<file path="config.mk">
export PLATFORM = sky130hd
export DESIGN_NAME = alarm_scheduler
export DESIGN_NICKNAME = d
export VERILOG_FILES = /design/src/rtl/alarm_scheduler.sv
export SDC_FILE = /design/constraint.sdc
export NUM_CORES = 1
export LEC_CHECK = 0
export ABC_CLOCK_PERIOD_IN_PS = 2100
export BUFFER_PORTS_ARGS = -buffer_cell sky130_fd_sc_hd__buf_2
export CORE_ASPECT_RATIO = 2
export CORE_MARGIN = 2
export CORE_UTILIZATION = 53
export DETAILED_ROUTE_END_ITERATION = 16
export PLACE_DENSITY = 0.76
export SETUP_SLACK_MARGIN = 0.15
export SYNTH_ARGS = -nofsm -noshare
export SYNTH_HDL_FRONTEND = slang
export SYNTH_SLANG_ARGS = --single-unit
</file>
<file path="constraint.sdc">
create_clock -name clk -period 2.1 [get_ports clk]
set_clock_uncertainty 0.05 [all_clocks]
set_input_delay 0.21 -clock clk [delete_from_list [all_inputs] [get_ports clk]]
set_output_delay 0.21 -clock clk [all_outputs]
set_load 0.03 [all_outputs]
</file>
<file path="src/rtl/alarm_scheduler.sv">
// Multi-slot alarm controller: stores programmable alarm times, matches them
// against the running clock and sequences ring / snooze / re-ring / timeout.
module alarm_scheduler #(
  parameter int SLOTS          = 4,
  parameter int SNOOZE_MIN     = 9,
  parameter int RING_TIMEOUT_S = 60,
  parameter int MAX_SNOOZE     = 3,
  parameter int SLOT_W         = (SLOTS > 1) ? $clog2(SLOTS) : 1
) (
  input  logic              clk,
  input  logic              reset_n,
  input  logic              tick,
  input  logic [5:0]        cur_hours,
  input  logic [5:0]        cur_minutes,
  input  logic [5:0]        cur_seconds,
  input  logic              cfg_we,
  input  logic [SLOT_W-1:0] cfg_slot,
  input  logic              cfg_en,
  input  logic [5:0]        cfg_hours,
  input  logic [5:0]        cfg_minutes,
  input  logic              snooze,
  input  logic              dismiss,
  output logic              ring,
  output logic              snoozed,
  output logic [SLOT_W-1:0] active_slot,
  output logic [2:0]        snoozes_left,
  output logic              missed
);

  typedef enum logic [1:0] {IDLE, RING, SNOOZE} state_t;

  localparam logic [15:0] SNZ_LOAD  = 16'(SNOOZE_MIN * 60);
  localparam logic [7:0]  RING_LAST = 8'(RING_TIMEOUT_S - 1);
  localparam logic [2:0]  SNZ_MAX   = 3'(MAX_SNOOZE);

  logic [SLOTS-1:0]      en_reg;
  logic [SLOTS-1:0][5:0] hours_reg;
  logic [SLOTS-1:0][5:0] minutes_reg;
  logic [SLOTS-1:0]      match;

  state_t            state_reg, state_next;
  logic [7:0]        ring_cnt_reg;
  logic [15:0]       snz_cnt_reg;
  logic [SLOT_W-1:0] active_slot_reg;
  logic [2:0]        snoozes_left_reg;
  logic              ring_reg, snoozed_reg, missed_reg;
  logic              ring_next, snoozed_next, missed_next;

  logic              any_match;
  logic [SLOT_W-1:0] win_idx;
  logic              cancel, snooze_ok, timeout, fire_missed;

  // Slot storage; indices outside 0..SLOTS-1 simply hit no slot.
  always_ff @(posedge clk or negedge reset_n) begin
    if (!reset_n) begin
      en_reg      <= '0;
      hours_reg   <= '0;
      minutes_reg <= '0;
    end else if (cfg_we) begin
      for (int i = 0; i < SLOTS; i++) begin
        if (cfg_slot == SLOT_W'(i)) begin
          en_reg[i]      <= cfg_en;
          hours_reg[i]   <= cfg_hours;
          minutes_reg[i] <= cfg_minutes;
        end
      end
    end
  end

  genvar gi;
  generate
    for (gi = 0; gi < SLOTS; gi++) begin : g_match
      assign match[gi] = tick && (cur_seconds == 6'd0) && en_reg[gi] &&
                         (hours_reg[gi] == cur_hours) &&
                         (minutes_reg[gi] == cur_minutes);
    end
  endgenerate

  // Lowest matching index wins.
  always_comb begin
    win_idx   = '0;
    any_match = |match;
    for (int i = SLOTS - 1; i >= 0; i--) begin
      if (match[i]) win_idx = SLOT_W'(i);
    end
  end

  assign cancel    = cfg_we && !cfg_en && (cfg_slot == active_slot_reg);
  assign snooze_ok = snooze && (snoozes_left_reg != 3'd0);
  assign timeout   = tick && (ring_cnt_reg == RING_LAST);

  always_ff @(posedge clk or negedge reset_n) begin
    if (!reset_n) state_reg <= IDLE;
    else          state_reg <= state_next;
  end

  always_comb begin
    state_next  = state_reg;
    fire_missed = 1'b0;
    case (state_reg)
      IDLE: begin
        if (any_match) state_next = RING;
      end
      RING: begin
        if (dismiss || cancel) begin
          state_next = IDLE;
        end else if (snooze_ok) begin
          state_next = SNOOZE;
        end else if (timeout) begin
          state_next  = IDLE;
          fire_missed = 1'b1;
        end
      end
      SNOOZE: begin
        if (dismiss || cancel)                     state_next = IDLE;
        else if (tick && (snz_cnt_reg == 16'd1))   state_next = RING;
      end
      default: state_next = IDLE;
    endcase
  end

  always_comb begin
    ring_next    = (state_next == RING);
    snoozed_next = (state_next == SNOOZE);
    missed_next  = fire_missed;
  end

  always_ff @(posedge clk or negedge reset_n) begin
    if (!reset_n) begin
      ring_reg         <= 1'b0;
      snoozed_reg      <= 1'b0;
      missed_reg       <= 1'b0;
      ring_cnt_reg     <= '0;
      snz_cnt_reg      <= '0;
      active_slot_reg  <= '0;
      snoozes_left_reg <= '0;
    end else begin
      ring_reg    <= ring_next;
      snoozed_reg <= snoozed_next;
      missed_reg  <= missed_next;
      case (state_reg)
        IDLE: begin
          if (any_match) begin
            active_slot_reg  <= win_idx;
            snoozes_left_reg <= SNZ_MAX;
            ring_cnt_reg     <= '0;
          end
        end
        RING: begin
          if (state_next == SNOOZE) begin
            snz_cnt_reg      <= SNZ_LOAD;
            snoozes_left_reg <= snoozes_left_reg - 3'd1;
          end else if (state_next == RING && tick) begin
            ring_cnt_reg <= ring_cnt_reg + 8'd1;
          end
        end
        SNOOZE: begin
          if (state_next == RING) ring_cnt_reg <= '0;
          else if (tick)          snz_cnt_reg  <= snz_cnt_reg - 16'd1;
        end
        default: ;
      endcase
    end
  end

  assign ring         = ring_reg;
  assign snoozed      = snoozed_reg;
  assign missed       = missed_reg;
  assign active_slot  = active_slot_reg;
  assign snoozes_left = snoozes_left_reg;

endmodule

</file>
==> results of run 1 <==
-- power by group through the flow --
stage / combinational (mW) / sequential (mW) / clock [mW]
floorplan: 0.544 / 2.02 / 0
CTS: 0.938 / 2.03 / 1.71
finish: 0.971 / 2.04 / 1.67
detailed placement: 0.903 / 2.06 / 0
global route: 1.05 / 2.06 / 1.75
global placement: 0.883 / 2.04 / 0
-- timing repair --
item,in CTS,in global routing
setup endpoints to repair,25,33
buffers inserted,17,7
hold buffers,1,0
hold endpoints to repair,42,0
cloned,0,0
resized for setup,40,24
pin swaps,23,19
-- placed cells by master, fill, tap and decap left out, types with 4 or more instances in the layout --
cell and n:
dfrtp_1 83, nor3_1 6, inv_1 7, xnor2_1 48, buf_2 45, clkinv_2 4
nor2b_1 5, nor4_2 4, nor4_4 6, mux2_2 52, nand2_2 9, xnor2_2 7
nand2_1 21, nand4_1 15, nand3_1 6, clkbuf_16 9, a21oi_1 4, buf_4 65
nor2_1 28, buf_6 14, xor2_1 14, nand3b_1 5
-- cells in the mapped netlist (2+ instances only) --
| cell | instances | area [um2] |
|---|---|---|
| a211oi_1 | 3 | 22.5 |
| a21oi_1 | 6 | 30.0 |
| buf_1 | 3 | 11.3 |
| clkbuf_1 | 8 | 30.0 |
| dfrtp_1 | 86 | 2150 |
| ha_1 | 5 | 62.6 |
| inv_1 | 9 | 33.8 |
| mux2_2 | 52 | 586 |
| nand2_1 | 31 | 116 |
| nand2b_1 | 3 | 18.8 |
| nand3_1 | 9 | 45.0 |
| nand3b_1 | 5 | 37.5 |
| nand4_1 | 15 | 93.8 |
| nand4bb_1 | 2 | 22.5 |
| nor2_1 | 30 | 113 |
| nor2b_1 | 5 | 31.3 |
| nor3_1 | 7 | 35.0 |
| nor4_1 | 8 | 50.1 |
| nor4_4 | 3 | 63.8 |
| o211ai_1 | 2 | 15.0 |
| o21a_1 | 2 | 15.0 |
| o21ai_0 | 3 | 15.0 |
| or3_1 | 2 | 12.5 |
| xnor2_1 | 55 | 482 |
| xor2_1 | 16 | 140 |
-- how the worst max path moves through the flow --
stage / start / end / cells after the start
floorplan: cur_seconds[2] / ring_cnt_reg[6] / 7
global placement: cur_seconds[2] / ring_cnt_reg[5] / 9
detailed placement: cur_seconds[2] / ring_cnt_reg[7] / 9
CTS: hours_reg[8] / ring_cnt_reg[6] / 8
global route: snz_cnt_reg[1] / snz_cnt_reg[10] / 11
finish: snz_cnt_reg[1] / snz_cnt_reg[8] / 11
-- area by class of cell --
type                            count  area [um2]  share of cell area [%]
Clock inverter                      7        88.8                    1.45
Tap cell                           98         123                    2.00
Clock buffer                        9         225                    3.68
Timing Repair Buffer              126         901                    14.7
Inverter                            9        33.8                   0.551
Multi-Input combinational cell    288        2600                    42.4
Sequential cell                    86        2160                    35.2
-- logic make-up after synthesis --
group,Yosys count
xor gates and xnor gates,71
muxes,54
and+or+nand+nor,132
adders and majority gates,5
DFF,86
AOI/OAI and AO/OA,26
buffers and inverters,21
-- per-stage QoR --
stage | cells | TNS, ps | hold slack, ps | power (mW) | setup slack, ps
2_1_floorplan | 395 | 0 | -136 | 2.57 | 71.9
3_3_place_gp | 582 | -1680 | 188 | 2.92 | -239
3_5_place_dp | 582 | -2260 | 194 | 2.96 | -344
4_1_cts | 616 | -1410 | 91.9 | 4.67 | -223
5_1_grt | 623 | -5550 | 106 | 4.86 | -275
6_report | 623 | -3250 | 104 | 4.68 | -196
-- routing by layer --
metal / global-route usage (%) / wire length (um) / part of all wire [%] / up-vias
met5: 0 / 0 / 0 / -
li1: - / - / - / 1628
met3: 3.81 / 313 / 2.7 / 28
met2: 50.6 / 6720 / 58 / 87
met1: 25.3 / 4110 / 35 / 1779
met4: 12.9 / 495 / 4.3 / 0
==> impl_metrics.env, run 1 <==
export IMPL_holdPathEnd="minutes_reg[14]"
export IMPL_status="finished, violations left"
export IMPL_synth_top_flop_cell="dfrtp_1"
export IMPL_p_comb_share_pct=20.7
export IMPL_clockBufferDepth=2
export IMPL_final_cell_area_um2=6130
export IMPL_violations="setup timing"
export IMPL_post_route_period_util_pct=109
export IMPL_fin_util_pct=73.9
export IMPL_grt_max_degree=45
export IMPL_synth_top_family_by_area="simple AND/OR/NAND/NOR gates"
export IMPL_coreArea_um2=8290
export IMPL_fin_nets=564
export IMPL_root_buffer="clkbuf_16"
export IMPL_drc=0
export IMPL_start_util_pct=54.8
export IMPL_rr_endpoint="snz_cnt_reg[8]"
export IMPL_grtUsageTotal_pct=25.7
export IMPL_crit_chain="inv_2 -> ha_4 -> and4bb_2 -> nand4_1 -> o211ai_1 -> buf_4 -> a21oi_4 -> buf_6 -> nand2_2 -> xor2_1 -> nor2_1"
export IMPL_reg2reg_from="snz_cnt_reg[1]"
export IMPL_p_seq_share_pct=43.6
export IMPL_switching_power_mw=1.26
export IMPL_cap_violations=0
export IMPL_cp_slowest_cell="dfrtp_1"
export IMPL_dieArea_um2=9370
export IMPL_worst_setup_path_type="flop to flop"
export IMPL_synth_compound_area_share_pct=5.24
export IMPL_synth_edf_count=0
export IMPL_cts_made_buffers=9
export IMPL_hold_path_class="input pin to flop"
export IMPL_hpwl_um=8320
export IMPL_min_period_ps=2300
export IMPL_clkLatencyLatePin_ps=330
export IMPL_setup_ws_ps=-196
export IMPL_placed_cell_area_um2=5330
export IMPL_cp_num_buf_inv=3
export IMPL_cp_slowest_stage_delay_ps=400
export IMPL_min_from="cfg_minutes[2]"
export IMPL_antenna_cells=0
export IMPL_slew_viol_final=0
export IMPL_cts_sinks=86
export IMPL_synth_xor_area_share_pct=13.7
export IMPL_syn_area_um2=4540
export IMPL_p_int_mw=3.43
export IMPL_worst_pin_slew_ps=584
export IMPL_clock_fmax_mhz=435
export IMPL_max_vdd_ir_drop_v=0.000781
export IMPL_power_leakage_nw=2.69
export IMPL_viasPerCell=5.65
export IMPL_rrSetupSlack_ps=-200
export IMPL_synthCells=395
export IMPL_worstSetupStartpointType="flop"
export IMPL_wl_per_cell_um=18.7
export IMPL_min_path_cells=2
export IMPL_ios=47
export IMPL_drt_pass1_iterations=4
export IMPL_synth_cell_types=50
export IMPL_gp_congestion=0.895
export IMPL_dr_first_iter_drc_count=167
export IMPL_critPathMaxFanout=7
export IMPL_slew_headroom_pct=61.1
export IMPL_yosys_warnings=0
export IMPL_switching_share_pct=26.8
export IMPL_grt_first_pass_wirelength_um=18600
export IMPL_reg2regPathDepth=11
export IMPL_vias=3522
export IMPL_antenna_found_initial=0
export IMPL_synth_async_reset_ratio_pct=100
export IMPL_p_per_area_nw_per_um2=764
export IMPL_critical_path_arrival_ps=2470
export IMPL_setup_viol=27
export IMPL_port_buffers=46
export IMPL_ant_nets=0
export IMPL_cp_required_ps=2270
export IMPL_cts_tree="built"
export IMPL_rsz0062_at_grt="true"
export IMPL_layout_drive_gt1_share_pct=49.5
export IMPL_grt_remaining_overflow=0
export IMPL_pwr_share_clk_pct=35.7
export IMPL_grt_pass1_vias=3760
export IMPL_area_growth_syn_to_layout_pct=34.9
export IMPL_critPathCaptureType="flop"
export IMPL_fp_dieH_um=135
export IMPL_htreeDepth=3
export IMPL_wl_um=11600
export IMPL_dieWidth_um=69.5
export IMPL_synthAdderAreaFrac_pct=1.38
export IMPL_muxShareOfSynthArea_pct=13.4
export IMPL_clkTransAtPathRegs_ps=60
export IMPL_syn_avg_cell_area_um2=11.5
export IMPL_hold_violations=0
export IMPL_rows=47
export IMPL_synth_seq_cells=86
export IMPL_synthSimpleGateAreaFrac_pct=17.0
export IMPL_syn_num_nets=439
export IMPL_path_delay_family="simple AND/OR/NAND/NOR gates"
export IMPL_n_fill_cell=547
export IMPL_seq_area_frac_synth_pct=47.4
Power figures use the tool's default switching activity.
==> run 2, diff against run 1 <==
--- a/config.mk
+++ b/config.mk
@@ -5,13 +5,13 @@
 export SDC_FILE = /design/constraint.sdc
 export NUM_CORES = 1
 export LEC_CHECK = 0
-export ABC_CLOCK_PERIOD_IN_PS = 2100
+export ABC_CLOCK_PERIOD_IN_PS = 2500
 export BUFFER_PORTS_ARGS = -buffer_cell sky130_fd_sc_hd__buf_2
 export CORE_ASPECT_RATIO = 2
 export CORE_MARGIN = 2
-export CORE_UTILIZATION = 53
+export CORE_UTILIZATION = 55
 export DETAILED_ROUTE_END_ITERATION = 16
-export PLACE_DENSITY = 0.76
+export PLACE_DENSITY = 0.75
 export SETUP_SLACK_MARGIN = 0.15
 export SYNTH_ARGS = -nofsm -noshare
 export SYNTH_HDL_FRONTEND = slang
==> constraint.sdc (replaced) <==
create_clock -name clk -period 2.5 [get_ports clk]
set_clock_uncertainty 0.05 [all_clocks]
set_input_delay 0.25 -clock clk [delete_from_list [all_inputs] [get_ports clk]]
set_output_delay 0.25 -clock clk [all_outputs]
set_load 0.03 [all_outputs]
==> run 2 against run 1 <==
The flow now finishes without violations. Global-route usage fell by 1.0 points. Final cell count decreased by 8.8%. Critical path type unchanged. Power down 22%. Register-to-register slack better by 410 ps. Largest cell class unchanged. Critical path depth is 3 lower.
==> impl_metrics.env, run 2 (synthesized netlist as in run 1, its figures left out) <==
export IMPL_power_leakage_nw=2.34
export IMPL_hpwl_um=7810
export IMPL_critPathMaxFanout=5
export IMPL_ant_nets=0
export IMPL_setup_tns_ps=0
export IMPL_clkLatencyLatePin_ps=340
export IMPL_slew_headroom_pct=57.3
export IMPL_worstSetupStartpointType="flop"
export IMPL_max_vdd_ir_drop_v=0.000556
export IMPL_wl_per_cell_um=17.7
export IMPL_clock_fmax_mhz=438
export IMPL_fp_dieH_um=132
export IMPL_cp_num_buf_inv=1
export IMPL_worst_setup_path_type="flop to flop"
export IMPL_area_growth_syn_to_layout_pct=19.2
export IMPL_final_common_cell="dfrtp_1"
export IMPL_rsz0062_at_grt="true"
export IMPL_grt_pass1_vias=3383
export IMPL_gp_congestion=0.886
export IMPL_htreeDepth=3
export IMPL_dieWidth_um=68.3
export IMPL_p_per_area_nw_per_um2=675
export IMPL_grtUsageTotal_pct=24.7
export IMPL_grt_remaining_overflow=0
export IMPL_status="finished, final reports clean"
export IMPL_drc=0
export IMPL_grt_max_degree=52
export IMPL_cts_tree="built"
export IMPL_wl_um=10100
export IMPL_port_buffers=46
export IMPL_cts_sinks=86
export IMPL_cts_made_buffers=9
export IMPL_crit_chain="xor2_1 -> nand4bb_1 -> nor4_2 -> buf_4 -> o41ai_4 -> nand2_1 -> nand2_1 -> mux2_1"
export IMPL_setup_viol=0
export IMPL_start_util_pct=56.8
export IMPL_critPathCaptureType="flop"
export IMPL_vias=3168
export IMPL_coreArea_um2=8000
export IMPL_drt_pass1_iterations=4
export IMPL_cp_slowest_cell="o41ai_4"
export IMPL_antenna_found_initial=0
export IMPL_critical_path_arrival_ps=2450
export IMPL_dr_first_iter_drc_count=131
export IMPL_cp_slowest_stage_delay_ps=500
export IMPL_finalPower_mw=3.65
export IMPL_layout_drive_gt1_share_pct=35.0
export IMPL_min_period_ps=2290
export IMPL_final_cell_mix="dfrtp_1, xnor2_1, mux2_2"
export IMPL_clkTransAtPathRegs_ps=60
export IMPL_cp_common_cell="nand2_1"
export IMPL_worst_pin_slew_ps=640
export IMPL_post_route_period_util_pct=91.4
export IMPL_clockBufferDepth=2
export IMPL_slew_viol_final=0
export IMPL_cap_violations=0
export IMPL_root_buffer="clkbuf_16"
export IMPL_path_delay_family="simple AND/OR/NAND/NOR gates"
export IMPL_hold_violations=0
export IMPL_grt_first_pass_wirelength_um=16300
export IMPL_rows=46
export IMPL_hold_path_class="input pin to flop"
export IMPL_cp_required_ps=2660
export IMPL_fin_nets=511
export IMPL_ios=47
export IMPL_dieArea_um2=9040
export IMPL_viasPerCell=5.58
export IMPL_antenna_cells=0
==> run 2: final cells by class <==
type	count	area, um2
inverters	9	33.8
clock buffers	12	256
clock inverters	4	31.3
repair buffers	73	454
well taps	96	120
flip-flops and latches	86	2150
multi-input cells	288	2360
fillers	619	2590
==> run 2: path summary, 6_finish.rpt <==
check	from	depth (start not counted)	slack, ps	end
max	minutes_reg[3]	8	210	ring_cnt_reg[0]
min	cfg_minutes[4]	2	140	minutes_reg[10]
max reg2reg	minutes_reg[3]	8	210	ring_cnt_reg[0]
min reg2reg	en_reg[3]	1	460	en_reg[3]
max in group asynchronous	reset_n	3	1370	minutes_reg[18]
min in group asynchronous	reset_n	2	420	snz_cnt_reg[6]
==> run 2: worst reg2reg max path, cell delays in order (launching register included) <==
cell and delay (ps):
dfrtp_1 400, xor2_1 210, nand4bb_1 170, nor4_2 60
buf_4 150, o41ai_4 500, nand2_1 170, nand2_1 120
mux2_1 320
==> run 2: power breakdown <==
part	leakage [nW]	internal [mW]	switching (mW)	total, mW
Clock	0.131	0.729	0.528	1.26
Combinational	1.14	0.358	0.337	0.695
Sequential	1.07	1.57	0.130	1.70
Total	2.34	2.66	0.995	3.65
==> run 2: repair_timing <==
item | CTS | global route
hold endpoints to repair | 50 | 0
gates cloned | 0 | 0
setup buffers | 2 | 6
pin swaps | 4 | 8
hold buffers | 1 | 0
resized for setup | 2 | 7
setup endpoints to repair | 5 | 10
==> run 2: metal layers <==
metal	track usage [%]	up-vias	part of all wire (%)	wire length (um)
li1	-	1524	-	-
met1	25.6	1545	35	3570
met2	44.0	68	57	5700
met3	4.34	31	2.8	280
met4	14.0	0	5.1	517
met5	0	-	0	0
==> run 2: stage by stage <==
step / cells / setup WS [ps] / instance area (um2) / utilization [%] / hold slack, ps
finish: 568 / 215 / 5410 / 67.6 / 135
global placement: 543 / 41.7 / 5000 / 62.5 / 260
CTS: 562 / 147 / 5320 / 66.5 / 122
global route: 568 / 63.4 / 5410 / 67.6 / 142
detailed placement: 543 / -51.1 / 5000 / 62.5 / 271
floorplan: 395 / 154 / 4550 / - / -95.6
==> run 3, diff against run 2 <==
--- a/config.mk
+++ b/config.mk
@@ -5,7 +5,7 @@
 export SDC_FILE = /design/constraint.sdc
 export NUM_CORES = 1
 export LEC_CHECK = 0
-export ABC_CLOCK_PERIOD_IN_PS = 2500
+export ABC_CLOCK_PERIOD_IN_PS = 2590
 export BUFFER_PORTS_ARGS = -buffer_cell sky130_fd_sc_hd__buf_2
 export CORE_ASPECT_RATIO = 2
 export CORE_MARGIN = 2
==> constraint.sdc (replaced) <==
create_clock -name clk -period 2.59 [get_ports clk]
set_clock_uncertainty 0.05 [all_clocks]
set_input_delay 0.259 -clock clk [delete_from_list [all_inputs] [get_ports clk]]
set_output_delay 0.259 -clock clk [all_outputs]
set_load 0.03 [all_outputs]
==> run 3 against run 2 <==
First-iteration DRC count up 26%. Global-route usage decreased by 0.15 points. Flip-flop and latch count did not move. Die area unchanged. Final cell count fell by 1.9%. Largest power group unchanged. Via count increased by 0.41%. Fmax decreased by 4.1%.
==> impl_metrics.env, run 3 (synthesized netlist as in run 1, its figures left out) <==
export IMPL_status="finished, final reports clean"
export IMPL_root_buffer="clkbuf_16"
export IMPL_n_fill_cell=643
export IMPL_coreArea_um2=8000
export IMPL_antenna_cells=0
export IMPL_ios=47
export IMPL_slew_viol_final=0
export IMPL_reg2regPathDepth=8
export IMPL_cp_slowest_cell="or3_1"
export IMPL_fp_dieH_um=132
export IMPL_viasPerCell=5.71
export IMPL_antenna_found_initial=0
export IMPL_rrSetupSlack_ps=210
export IMPL_cts_sinks=86
export IMPL_cap_violations=0
export IMPL_hold_violations=0
export IMPL_rr_endpoint="ring_cnt_reg[4]"
export IMPL_p_per_area_nw_per_um2=702
export IMPL_dieArea_um2=9040
export IMPL_max_vdd_ir_drop_v=0.000596
export IMPL_post_route_period_util_pct=92.0
export IMPL_register_area_um2=2150
export IMPL_critPathMaxFanout=6
export IMPL_port_buffers=46
export IMPL_hold_path_class="input pin to flop"
export IMPL_setup_tns_ps=0
export IMPL_worstSetupStartpointType="flop"
export IMPL_multi_input_area_um2=2340
export IMPL_drc=0
export IMPL_cp_required_ps=2770
export IMPL_layout_drive_gt1_share_pct=32.8
export IMPL_rsz0062_at_grt="true"
export IMPL_critPathCaptureType="flop"
export IMPL_grt_first_pass_wirelength_um=16000
export IMPL_gp_congestion=0.929
export IMPL_cp_slowest_stage_delay_ps=430
export IMPL_htreeDepth=3
export IMPL_cts_tree="built"
export IMPL_area_growth_syn_to_layout_pct=17.8
export IMPL_final_cell_mix="dfrtp_1, xnor2_1, mux2_2"
export IMPL_ant_nets=0
export IMPL_critical_path_arrival_ps=2570
export IMPL_wl_um=10200
export IMPL_grtUsageTotal_pct=24.5
export IMPL_slew_headroom_pct=45.4
export IMPL_min_period_ps=2380
export IMPL_crit_path_end="ring_cnt_reg[4]"
export IMPL_dr_first_iter_drc_count=165
export IMPL_clkLatencyLatePin_ps=340
export IMPL_dieWidth_um=68.3
export IMPL_reg2reg_from="hours_reg[8]"
export IMPL_fin_nets=500
export IMPL_cts_made_buffers=9
export IMPL_start_util_pct=56.8
export IMPL_wl_per_cell_um=18.3
export IMPL_worst_setup_path_type="flop to flop"
export IMPL_drt_pass1_iterations=6
export IMPL_power_leakage_nw=2.31
export IMPL_final_common_cell="dfrtp_1"
export IMPL_vias=3181
export IMPL_rows=46
export IMPL_setup_viol=0
export IMPL_grt_remaining_overflow=0
export IMPL_grt_max_degree=45
export IMPL_crit_chain="xor2_1 -> or3_1 -> nor4_4 -> o41ai_4 -> buf_4 -> a211oi_2 -> xnor2_1 -> nor2_1"
export IMPL_clkTransAtPathRegs_ps=60
export IMPL_clockBufferDepth=2
export IMPL_grt_pass1_vias=3327
export IMPL_crit_start="hours_reg[8]"
export IMPL_worst_pin_slew_ps=817
export IMPL_finalPower_mw=3.76
export IMPL_clock_fmax_mhz=420
export IMPL_min_from="cfg_minutes[2]"
export IMPL_hpwl_um=7780
==> run 3: metal layers <==
layer | up-vias | share of wire, % | global-route usage, % | wire, um
met4 | 0 | 6.9 | 17.0 | 704
met3 | 41 | 3.0 | 5.87 | 305
met2 | 72 | 55 | 42.6 | 5650
li1 | 1500 | - | - | -
met1 | 1568 | 35 | 24.1 | 3530
met5 | - | 0 | 0 | 0
==> run 3: worst min-delay path by stage <==
stage | end | slack, ps | depth (start not counted)
3_3_place_gp | snz_cnt_reg[7] | 240 | 1
6_report | minutes_reg[14] | 140 | 2
5_1_grt | minutes_reg[14] | 140 | 2
3_5_place_dp | snz_cnt_reg[6] | 240 | 1
4_1_cts | minutes_reg[14] | 130 | 2
2_1_floorplan | active_slot[0] | -90 | 0
==> run 3: critical path, delay by kind of cell (launching register included) <==
kind                      cells  cell delay [ps]
and+or+nand+nor               3              840
AOI/OAI and AO/OA             2              430
DFF                           1              390
xor gates and xnor gates      2              340
buffers and inverters         1              210
==> run 3: final cells by class <==
| class | count | share of cell area, % |
|---|---|---|
| clock buffer | 10 | 4.28 |
| clock inverter | 6 | 2.06 |
| inverter | 9 | 0.631 |
| timing repair buffer | 62 | 6.88 |
| multi-input combinational | 288 | 43.7 |
| tap | 96 | 2.25 |
| sequential | 86 | 40.2 |
==> run 3: timing repair <==
item                                    CTS  global route
endpoints found under the setup margin    2             6
resized for setup                         0             5
hold buffers                              1             0
pin swaps                                 2             4
hold endpoints to repair                 43             0
buffers inserted                          0             5
==> run 3: power by group <==
| group | internal (mW) | switching (mW) | total [mW] |
|---|---|---|---|
| Combinational | 0.325 | 0.317 | 0.642 |
| Clock | 0.941 | 0.529 | 1.47 |
| Sequential | 1.52 | 0.129 | 1.65 |
==> run 3: metrics by stage <==
step	hold WS, ps	instances	area (um2)	setup slack [ps]	utilization, %
floorplan	-86.6	395	4540	208	-
finish	137	557	5350	208	66.9
detailed placement	245	535	4940	70.6	61.7
global placement	236	535	4940	97.3	61.7
CTS	127	552	5290	151	66.1
global route	135	557	5350	119	66.9
